`config.mk`:
```
export PLATFORM = sky130hd
export DESIGN_NAME = timer_core
export DESIGN_NICKNAME = d
export VERILOG_FILES = /design/src/rtl/timer_pkg.sv /design/src/rtl/timer_prescaler.sv /design/src/rtl/timer_core.sv
export SDC_FILE = /design/constraint.sdc
export NUM_CORES = 1
export LEC_CHECK = 0
export ABC_AREA = 0
export BUFFER_PORTS_ARGS = -buffer_cell sky130_fd_sc_hd__buf_2
export CAP_MARGIN = 20
export CORE_ASPECT_RATIO = 1.75
export CORE_MARGIN = 3
export CORE_UTILIZATION = 40
export CTS_BUF_LIST = sky130_fd_sc_hd__clkbuf_16
export CTS_CLUSTER_DIAMETER = 120
export DETAILED_ROUTE_END_ITERATION = 6
export GPL_TIMING_DRIVEN = 1
export PLACE_DENSITY = 0.72
export SLEW_MARGIN = 0
export SYNTH_ARGS = -nofsm -noshare
export SYNTH_HDL_FRONTEND = slang
export SYNTH_SLANG_ARGS = --single-unit
```
`constraint.sdc`:
```
create_clock -name PCLK -period 2.9 [get_ports PCLK]
set_clock_uncertainty 0.1 [all_clocks]
set_input_delay 0.145 -clock PCLK [delete_from_list [all_inputs] [get_ports PCLK]]
set_output_delay 0.145 -clock PCLK [all_outputs]
set_load 0.1 [all_outputs]
```
`src/rtl/timer_pkg.sv`:
```
// Shared encodings for the timer counting engine: FSM states, MODE values
// and the default counter width.
package timer_pkg;

    localparam int CNT_W_DFLT = 32;

    localparam logic MODE_ONESHOT  = 1'b0;
    localparam logic MODE_PERIODIC = 1'b1;

    typedef enum logic [1:0] {
        ST_IDLE = 2'd0,
        ST_RUN  = 2'd1,
        ST_DONE = 2'd2
    } timer_state_e;

endpackage : timer_pkg

```
`src/rtl/timer_prescaler.sv`:
```
// Clock prescaler: asserts TICK once every PSC_DIV enabled clocks.
// CLR holds the divider at zero so every run starts on a fresh tick boundary.
module timer_prescaler #(
    parameter int PSC_DIV = 1,
    parameter int PSC_W   = 16
) (
    input  logic PCLK,
    input  logic PRESET,
    input  logic CLR,
    input  logic EN,
    output logic TICK
);

    localparam logic [PSC_W-1:0] PSC_LAST = PSC_W'(PSC_DIV - 1);

    logic [PSC_W-1:0] psc_r;

    assign TICK = EN & (psc_r == PSC_LAST);

    // Divider counter: wraps on TICK, cleared by reset or CLR.
    always_ff @(posedge PCLK) begin
        if (PRESET) begin
            psc_r <= {PSC_W{1'b0}};
        end else if (CLR) begin
            psc_r <= {PSC_W{1'b0}};
        end else if (TICK) begin
            psc_r <= {PSC_W{1'b0}};
        end else if (EN) begin
            psc_r <= psc_r + PSC_W'(1);
        end else begin
            psc_r <= psc_r;
        end
    end

endmodule : timer_prescaler

```
`src/rtl/timer_core.sv`:
```
// Timer counting engine: runs one-shot or periodic periods from shadowed
// TOT_CNT/DUTY_CNT, producing PWM_OUT and a one-cycle IRQ_TRG at period end.
module timer_core
    import timer_pkg::*;
#(
    parameter int CNT_W   = CNT_W_DFLT,
    parameter int PSC_DIV = 1,
    parameter int PSC_W   = 16
) (
    input  logic             PCLK,
    input  logic             PRESET,
    input  logic             MODE,
    input  logic             GO_EN,
    input  logic [CNT_W-1:0] TOT_CNT,
    input  logic [CNT_W-1:0] DUTY_CNT,
    output logic             IRQ_TRG,
    output logic             PWM_OUT,
    output logic             BUSY,
    output logic [CNT_W-1:0] CNT_VAL
);

    timer_state_e     state_r, state_nx;
    logic [CNT_W-1:0] cnt_r, cnt_nx;
    logic [CNT_W-1:0] tot_sh_r, tot_sh_nx;
    logic [CNT_W-1:0] duty_sh_r, duty_sh_nx;
    logic             irq_r, irq_nx;
    logic             tick_s;
    logic             in_run_s;

    assign in_run_s = (state_r == ST_RUN);

    // Divider only runs inside RUN and restarts whenever the run is abandoned.
    timer_prescaler #(
        .PSC_DIV (PSC_DIV),
        .PSC_W   (PSC_W)
    ) u_psc (
        .PCLK   (PCLK),
        .PRESET (PRESET),
        .CLR    (~in_run_s | ~GO_EN),
        .EN     (in_run_s),
        .TICK   (tick_s)
    );

    // Next-state and counter decode; GO_EN low wins over a period end.
    always_comb begin
        state_nx   = state_r;
        cnt_nx     = cnt_r;
        tot_sh_nx  = tot_sh_r;
        duty_sh_nx = duty_sh_r;
        irq_nx     = 1'b0;
        case (state_r)
            ST_IDLE: begin
                if (GO_EN && (TOT_CNT != {CNT_W{1'b0}})) begin
                    tot_sh_nx  = TOT_CNT;
                    duty_sh_nx = DUTY_CNT;
                    cnt_nx     = {CNT_W{1'b0}};
                    state_nx   = ST_RUN;
                end else begin
                    state_nx = ST_IDLE;
                end
            end
            ST_RUN: begin
                if (!GO_EN) begin
                    state_nx = ST_IDLE;
                    cnt_nx   = {CNT_W{1'b0}};
                end else if (tick_s) begin
                    if (cnt_r == (tot_sh_r - CNT_W'(1))) begin
                        irq_nx = 1'b1;
                        cnt_nx = {CNT_W{1'b0}};
                        if (MODE == MODE_PERIODIC) begin
                            if (TOT_CNT != {CNT_W{1'b0}}) begin
                                tot_sh_nx  = TOT_CNT;
                                duty_sh_nx = DUTY_CNT;
                                state_nx   = ST_RUN;
                            end else begin
                                state_nx = ST_IDLE;
                            end
                        end else begin
                            state_nx = ST_DONE;
                        end
                    end else begin
                        cnt_nx = cnt_r + CNT_W'(1);
                    end
                end else begin
                    cnt_nx = cnt_r;
                end
            end
            ST_DONE: begin
                if (!GO_EN) begin
                    state_nx = ST_IDLE;
                end else begin
                    state_nx = ST_DONE;
                end
            end
            default: begin
                state_nx = ST_IDLE;
                cnt_nx   = {CNT_W{1'b0}};
            end
        endcase
    end

    // State, counter, shadow and interrupt registers.
    always_ff @(posedge PCLK) begin
        if (PRESET) begin
            state_r   <= ST_IDLE;
            cnt_r     <= {CNT_W{1'b0}};
            tot_sh_r  <= {CNT_W{1'b0}};
            duty_sh_r <= {CNT_W{1'b0}};
            irq_r     <= 1'b0;
        end else begin
            state_r   <= state_nx;
            cnt_r     <= cnt_nx;
            tot_sh_r  <= tot_sh_nx;
            duty_sh_r <= duty_sh_nx;
            irq_r     <= irq_nx;
        end
    end

    assign IRQ_TRG = irq_r;
    assign BUSY    = in_run_s;
    assign CNT_VAL = cnt_r;
    assign PWM_OUT = in_run_s & (cnt_r < duty_sh_r);

endmodule : timer_core

```
==> results of run 1 <==
## registers in the layout, summed over array words and instances (netlist names)
signal,count
state_r,2
u_psc.psc_r,16
tot_sh_r,32
duty_sh_r,32
IRQ_TRG,1
CNT_VAL,32
## per-stage QoR
stage / worst slack [ns] / power (W) / cells
final: -0.345 / 0.00486 / 1359
after global routing: -0.501 / 0.00504 / 1359
after CTS: -0.290 / 0.00485 / 1355
after detailed placement: -0.478 / 0.00263 / 1245
after global placement: -0.453 / 0.00262 / 1245
after floorplan: -0.0596 / 0.00229 / 864
## layout by cell type, fill, tap and decap left out, drive strengths merged, types with 3 or more instances in the layout
cell type / count
buf: 204
nand2b: 128
dfxtp: 115
dlygate4sd3: 64
mux2i: 64
nor2: 60
inv: 55
xnor2: 52
nor3: 49
xor2: 38
ha: 35
nand3: 31
nand2: 30
nor4: 25
nand4: 23
clkbuf: 20
a21o: 16
and3: 13
a21oi: 10
o21ai: 9
or4: 8
clkinv: 7
nor2b: 4
o31ai: 4
o211ai: 4
a211oi: 4
nor4b: 4
a31oi: 3
bufinv: 3
nor3b: 3
## critical path, stage by stage, from the launching register on
cell,delay [ns]
dfxtp_4,0.37
inv_4,0.06
ha_4,0.13
or3b_4,0.40
nor4_4,0.27
buf_4,0.20
nand4_1,0.11
a22oi_1,0.19
nand4_1,0.13
or4_4,0.45
o22ai_4,0.23
buf_6,0.18
buf_16,0.13
mux2i_2,0.22
## power groups by stage
stage	registers, W	logic [W]	clock network (W)
3_5_place_dp	0.00172	0.000906	0
5_1_grt	0.00170	0.00114	0.00221
6_report	0.00169	0.00105	0.00212
3_3_place_gp	0.00172	0.000900	0
2_1_floorplan	0.00173	0.000569	0
4_1_cts	0.00169	0.00102	0.00214
## kinds of logic (layout without fill, tap and decap cells)
kind of cell	after synthesis	in the layout
buffers and inverters	98	355
xor gates and xnor gates	90	90
and+or+nand+nor	392	392
AOI/OAI and AO/OA	68	68
DFF	115	115
muxes	66	66
adders and majority gates	35	35
## layer usage
metal	vias up	track usage (%)	routed length (um)
met1	3330	23.1	8520
met5	-	0	0
met4	0	16.0	1590
met2	203	40.3	12300
met3	84	2.88	786
li1	3473	-	-
## layout make-up
class                           count  area, sq um  share of cell area (%)
Tap cell                          238          298                    2.84
Inverter                           52          198                    1.88
Timing Repair Buffer              271         2100                    20.0
Sequential cell                   115         2360                    22.5
Clock inverter                     15          165                    1.57
Multi-Input combinational cell    651         4940                    47.1
Clock buffer                       17          425                    4.05
## what timing repair did
| action | in CTS | in global routing |
|---|---|---|
| cloned | 2 | 3 |
| gates resized for setup | 31 | 16 |
| hold buffers | 64 | 0 |
| pin swaps | 12 | 12 |
| hold endpoints to repair | 64 | 0 |
| endpoints found under the setup margin | 100 | 100 |
| setup buffers | 12 | 4 |
## how the worst min path moves through the flow
stage,startpoint,to,slack (ns),cells after the start
6_report,GO_EN,state_r[0],0.02,3
3_3_place_gp,DUTY_CNT[31],duty_sh_r[31],0.31,3
5_1_grt,GO_EN,state_r[0],0.01,3
3_5_place_dp,DUTY_CNT[17],duty_sh_r[17],0.32,3
4_1_cts,GO_EN,state_r[0],0.007,3
2_1_floorplan,TOT_CNT[0],tot_sh_r[0],0.19,2
==> impl_metrics.csv, run 1 <==
group,metric,value,unit
outcome,outcome,"finished, violations left",
outcome,violations,"setup timing",
yosys,muxShareOfSynthArea,8.78,%
route,drt_first_pass_iters,6,
min_path,hp-class,"input pin to register",
power,comb_power_share,21.7,%
route,vias_per_cell,5.22,
final_layout,num-fill-cells,1613,
yosys,ys_seq_area_share,30.3,%
power,p_seq_share,34.8,%
sta,max_clock_freq,0.308,GHz
yosys,synth.net_count,967,
grt,grt_max_degree,60,
final_layout,nNetsFinal,1211,
yosys,syn_area,7600,sq um
route,wire_per_inst,17.1,um
yosys,async_flop_share,0,%
cts,cts_tree,"built",
setup_path,start_kind,"register",
final_layout,final_core_util,56.5,%
setup_path,crit_path_end_kind,"register",
yosys,synth_area_leaders,"dfxtp_1 30%, nand2b_1 11%, mux2i_1 8.4%",
sta,worst_pin_slew,0.822,ns
cts,clockBufferDepth,2,
yosys,synthCells,864,
grt,grt_pass1_vias,7296,
final_layout,finalInstanceArea,10500,sq um
sta,hold_viol_final,0,
setup_path,r2r_cells,13,
yosys,synth_top_family_by_area,"simple AND/OR/NAND/NOR gates",
sta,slew_viol_final,0,
setup_path,critPathKind,"register to register",
cts,root_buffer,"clkbuf_16",
sta,setup_ws,-0.345,ns
sta,setup_viol,98,
grt,grt_pass1_wl,35900,um
route,drc,0,
cts,clock_sinks,115,
yosys,synth_compound_area_share,6.39,%
die,start_util,40.9,%
final_layout,antennaDiodeCount,0,
sta,fin_crit_sh,112,%
yosys,synth_area_leader_cell,"dfxtp_1",
setup_path,r2r-end,"duty_sh_r[8]",
sta,period_minus_slack,3.24,ns
route,antenna_left,0,
yosys,synth.most_common_cell,"nand2b_1",
sta,hold_ws,0.0173,ns
die,io_pins,103,
route,drt_iter0_markers,396,
yosys,yosysWarnings,0,
setup_path,critPathCapture,"duty_sh_r[8]",
die,rows,66,
setup_path,required,3.14,ns
cts,clk_pin_slew,0.06,ns
yosys,synth_common_cells,"128 x nand2b_1, 115 x dfxtp_1, 64 x mux2i_1",
power,power.density,463,nW/um^2
final_layout,area_growth,38.2,%
place,dpl-instance-area,8900,sq um
yosys,yosys.area_share.simple,31.7,%
setup_path,crit_path_start,"tot_sh_r[0]",
power,ir_drop,0.304,mV
run,drv_cap,0,
yosys,synth_xor_area_share,10.4,%
power,switching_power,0.00135,W
route,wl,23200,um
die,floorplan.die.height,188,um
setup_path,r2r-start,"tot_sh_r[0]",
setup_path,worst-r2r-setup-slack,-0.34,ns
yosys,synth_edf_count,0,
yosys,synth_fa_ha_area_share,5.77,%
power,power.leakage,4.41,nW
yosys,avgSynthCellArea,8.79,sq um
die,core,18600,sq um
grt,grt_usage,22.4,%
setup_path,critPathArrivalTime,3.48,ns
setup_path,worstPathMaxFanout,7,
place,gp_congestion,0.914,
route,vias,7090,
yosys,synthFlopType,"dfxtp_1",
grt,gr-total-overflow,0,
die,die-width,110,um
yosys,synth_cell_types,63,
power,p_int,0.00351,W
cts,cts_buffers,17,
place,hpwl,16500,um
grt,antenna_found_initial,0,
final_layout,drive_gt1_share,30.2,%
cts,clock_latency,0.42,ns
sta,slew_headroom,45.2,%
power,clkPwrFrac,43.5,%
yosys,synth-seq-cells,115,
cts,cts_max_level,4,
die,dieArea,20700,sq um
sta,tns,-25.17,ns
yosys,synth_top_area_share,30.3,%
sta,rsz0062_at_grt,"yes",
power,switching_share,27.8,%
place,port_buffers,102,
Power figures use the tool's default switching activity.
==> run 2: changes to the inputs <==
==> constraint.sdc (replaced) <==
create_clock -name PCLK -period 2.7 [get_ports PCLK]
set_clock_uncertainty 0.1 [all_clocks]
set_input_delay 0.135 -clock PCLK [delete_from_list [all_inputs] [get_ports PCLK]]
set_output_delay 0.135 -clock PCLK [all_outputs]
set_load 0.1 [all_outputs]
==> run 2 against run 1 <==
  * Worst hold slack better by 0.033 ns
  * Via count increased by 1.9%
  * Final area up 3.9%
  * Highest routed layer unchanged
  * Sequential share of layout area is 0.92 points lower
  * Non-clock buffer count is 36 higher
  * The flow still finishes with violations (setup timing)
  * Global-route usage increased by 1.3 points
  * Largest cell class unchanged
  * Final cell count grew 2.6%
  * Largest power group unchanged
  * Wire length up 4.5%
  * Sequential power is 8% higher
  * Core utilization grew 2.2 points
  * Register-to-register slack worse by 0.22 ns
==> impl_metrics.csv, run 2 (same netlist as run 1, synthesis figures left out) <==
group,metric,value,unit
sta,period_minus_slack,3.27,ns
sta,setup_viol,100,
setup_path,worst-r2r-setup-slack,-0.57,ns
cts,cts_buffers,17,
setup_path,critPathArrivalTime,3.51,ns
sta,tns,-47.78,ns
route,drt_iter0_markers,297,
final_layout,stdcell_count,1394,
final_layout,nNetsFinal,1247,
cts,root_buffer,"clkbuf_16",
die,dieArea,20700,sq um
route,vias_per_cell,5.18,
cts,cts_max_level,4,
setup_path,slowest_stage,"or4_4",
grt,gr-total-overflow,0,
setup_path,crit_chain,"inv_4 > ha_4 > or3b_4 > nor4_4 > buf_4 > nand4_1 > a22oi_2 > nand4_1 > or4_4 > o22ai_4 > buf_6 > buf_12 > mux2i_2",
route,wire_per_inst,17.4,um
final_layout,area_growth,43.5,%
die,rows,66,
power,power.leakage,4.64,nW
cts,clock_latency,0.42,ns
sta,setup_ws,-0.566,ns
sta,rsz0062_at_grt,"yes",
cts,clock_sinks,115,
sta,worst_pin_slew,0.677,ns
die,die-width,110,um
cts,clk_pin_slew,0.06,ns
min_path,hp-class,"input pin to register",
place,hpwl,17000,um
setup_path,critPathKind,"register to register",
sta,slew_headroom,54.9,%
die,io_pins,103,
setup_path,path_common_cell,"nand4_1",
cts,cts_tree,"built",
place,post-place-cells,1271,
setup_path,start_kind,"register",
setup_path,max_stage_delay,0.46,ns
run,drv_cap,0,
setup_path,critPathBufInv,4,
final_layout,final_cell_mix,"128 x nand2b_1, 114 x buf_4, 101 x buf_2, 81 x dfxtp_1, 65 x dlygate4sd3_1",
die,floorplan.die.height,188,um
place,gp_congestion,0.961,
power,power.density,477,nW/um^2
outcome,violations,"setup timing",
grt,antenna_found_initial,0,
sta,fin_crit_sh,121,%
sta,slew_viol_final,0,
grt,grt_usage,23.7,%
final_layout,drive_gt1_share,33.1,%
final_layout,antennaDiodeCount,0,
grt,grt_pass1_vias,7592,
route,wl,24200,um
route,drc,0,
grt,grt_max_degree,50,
sta,hold_viol_final,0,
setup_path,required,2.94,ns
final_layout,final_common_cell,"nand2b_1",
setup_path,crit_path_end_kind,"register",
grt,grt_pass1_wl,37800,um
route,drt_first_pass_iters,5,
sta,max_clock_freq,0.306,GHz
route,vias,7226,
die,core,18600,sq um
power,ir_drop,0.294,mV
cts,clockBufferDepth,2,
place,port_buffers,102,
setup_path,worstPathMaxFanout,6,
outcome,outcome,"finished, violations left",
die,start_util,40.9,%
route,antenna_left,0,
setup_path,crit_family,"simple AND/OR/NAND/NOR gates",
==> run 2: changes by cell type in the layout (fill, tap and decap cells not counted), moves of 2 or more <==
cell     change
buf_12       +2
buf_16       +3
buf_4       +21
buf_6        +9
dfxtp_1      -3
dfxtp_2      +8
dfxtp_4      -5
nor4_1       -2
==> run 2: through the flow <==
| stage | setup slack, ns | total power [W] | cell area [sq um] | util, % | hold WS (ns) |
|---|---|---|---|---|---|
| floorplan | -0.260 | 0.00247 | 7680 | - | 0.183 |
| global placement | -0.704 | 0.00283 | 9090 | 48.9 | 0.303 |
| detailed placement | -0.742 | 0.00284 | 9090 | 48.9 | 0.303 |
| CTS | -0.499 | 0.00516 | 10700 | 57.5 | 0.0420 |
| global route | -0.697 | 0.00541 | 10900 | 58.7 | 0.0596 |
| finish | -0.566 | 0.00520 | 10900 | 58.7 | 0.0502 |
==> run 2: power breakdown <==
group | leakage, nW | internal [W] | switching, W | total (W)
clock network | 0.280 | 0.00133 | 0.000811 | 0.00214
registers | 0.955 | 0.00177 | 0.0000591 | 0.00182
logic | 3.40 | 0.000636 | 0.000596 | 0.00123
==> run 2: worst reg2reg max path, delay by kind of cell, from the launching register on <==
kind | cells | cell delay [ns]
AND/OR/NAND/NOR | 5 | 1.41
buffers and inverters | 4 | 0.60
AO/OA/AOI/OAI | 2 | 0.38
flip-flops | 1 | 0.37
multiplexers | 1 | 0.22
adder cells (fa/ha/maj) | 1 | 0.12
==> run 2: layer usage <==
metal	wire length (um)	track usage [%]
met1	8840	23.8
met3	797	2.95
met5	0	0
met4	1570	16.9
met2	13000	43.3
==> run 2: cell type report <==
type                       instances  area (sq um)
multi-input combinational        651          5010
clock inverter                    14           123
inverter                          52           198
clock buffer                      17           425
sequential                       115          2350
fill                            1544          7680
tap                              238           298
timing repair buffer             307          2490
==> run 2: path summary, 6_finish.rpt <==
path / startpoint / end / cells past startpoint
setup / recovery: tot_sh_r[1] / tot_sh_r[25] / 13
setup reg to reg: tot_sh_r[1] / tot_sh_r[25] / 13
hold reg to reg: duty_sh_r[22] / duty_sh_r[22] / 2
hold / removal: MODE / state_r[1] / 3
==> run 2: repair_timing <==
item,in CTS,in global routing
pin swaps,12,18
resized for setup,39,24
cloned,5,3
setup buffers,16,5
hold endpoints to repair,65,0
setup endpoints to repair,100,100
hold buffers,65,0
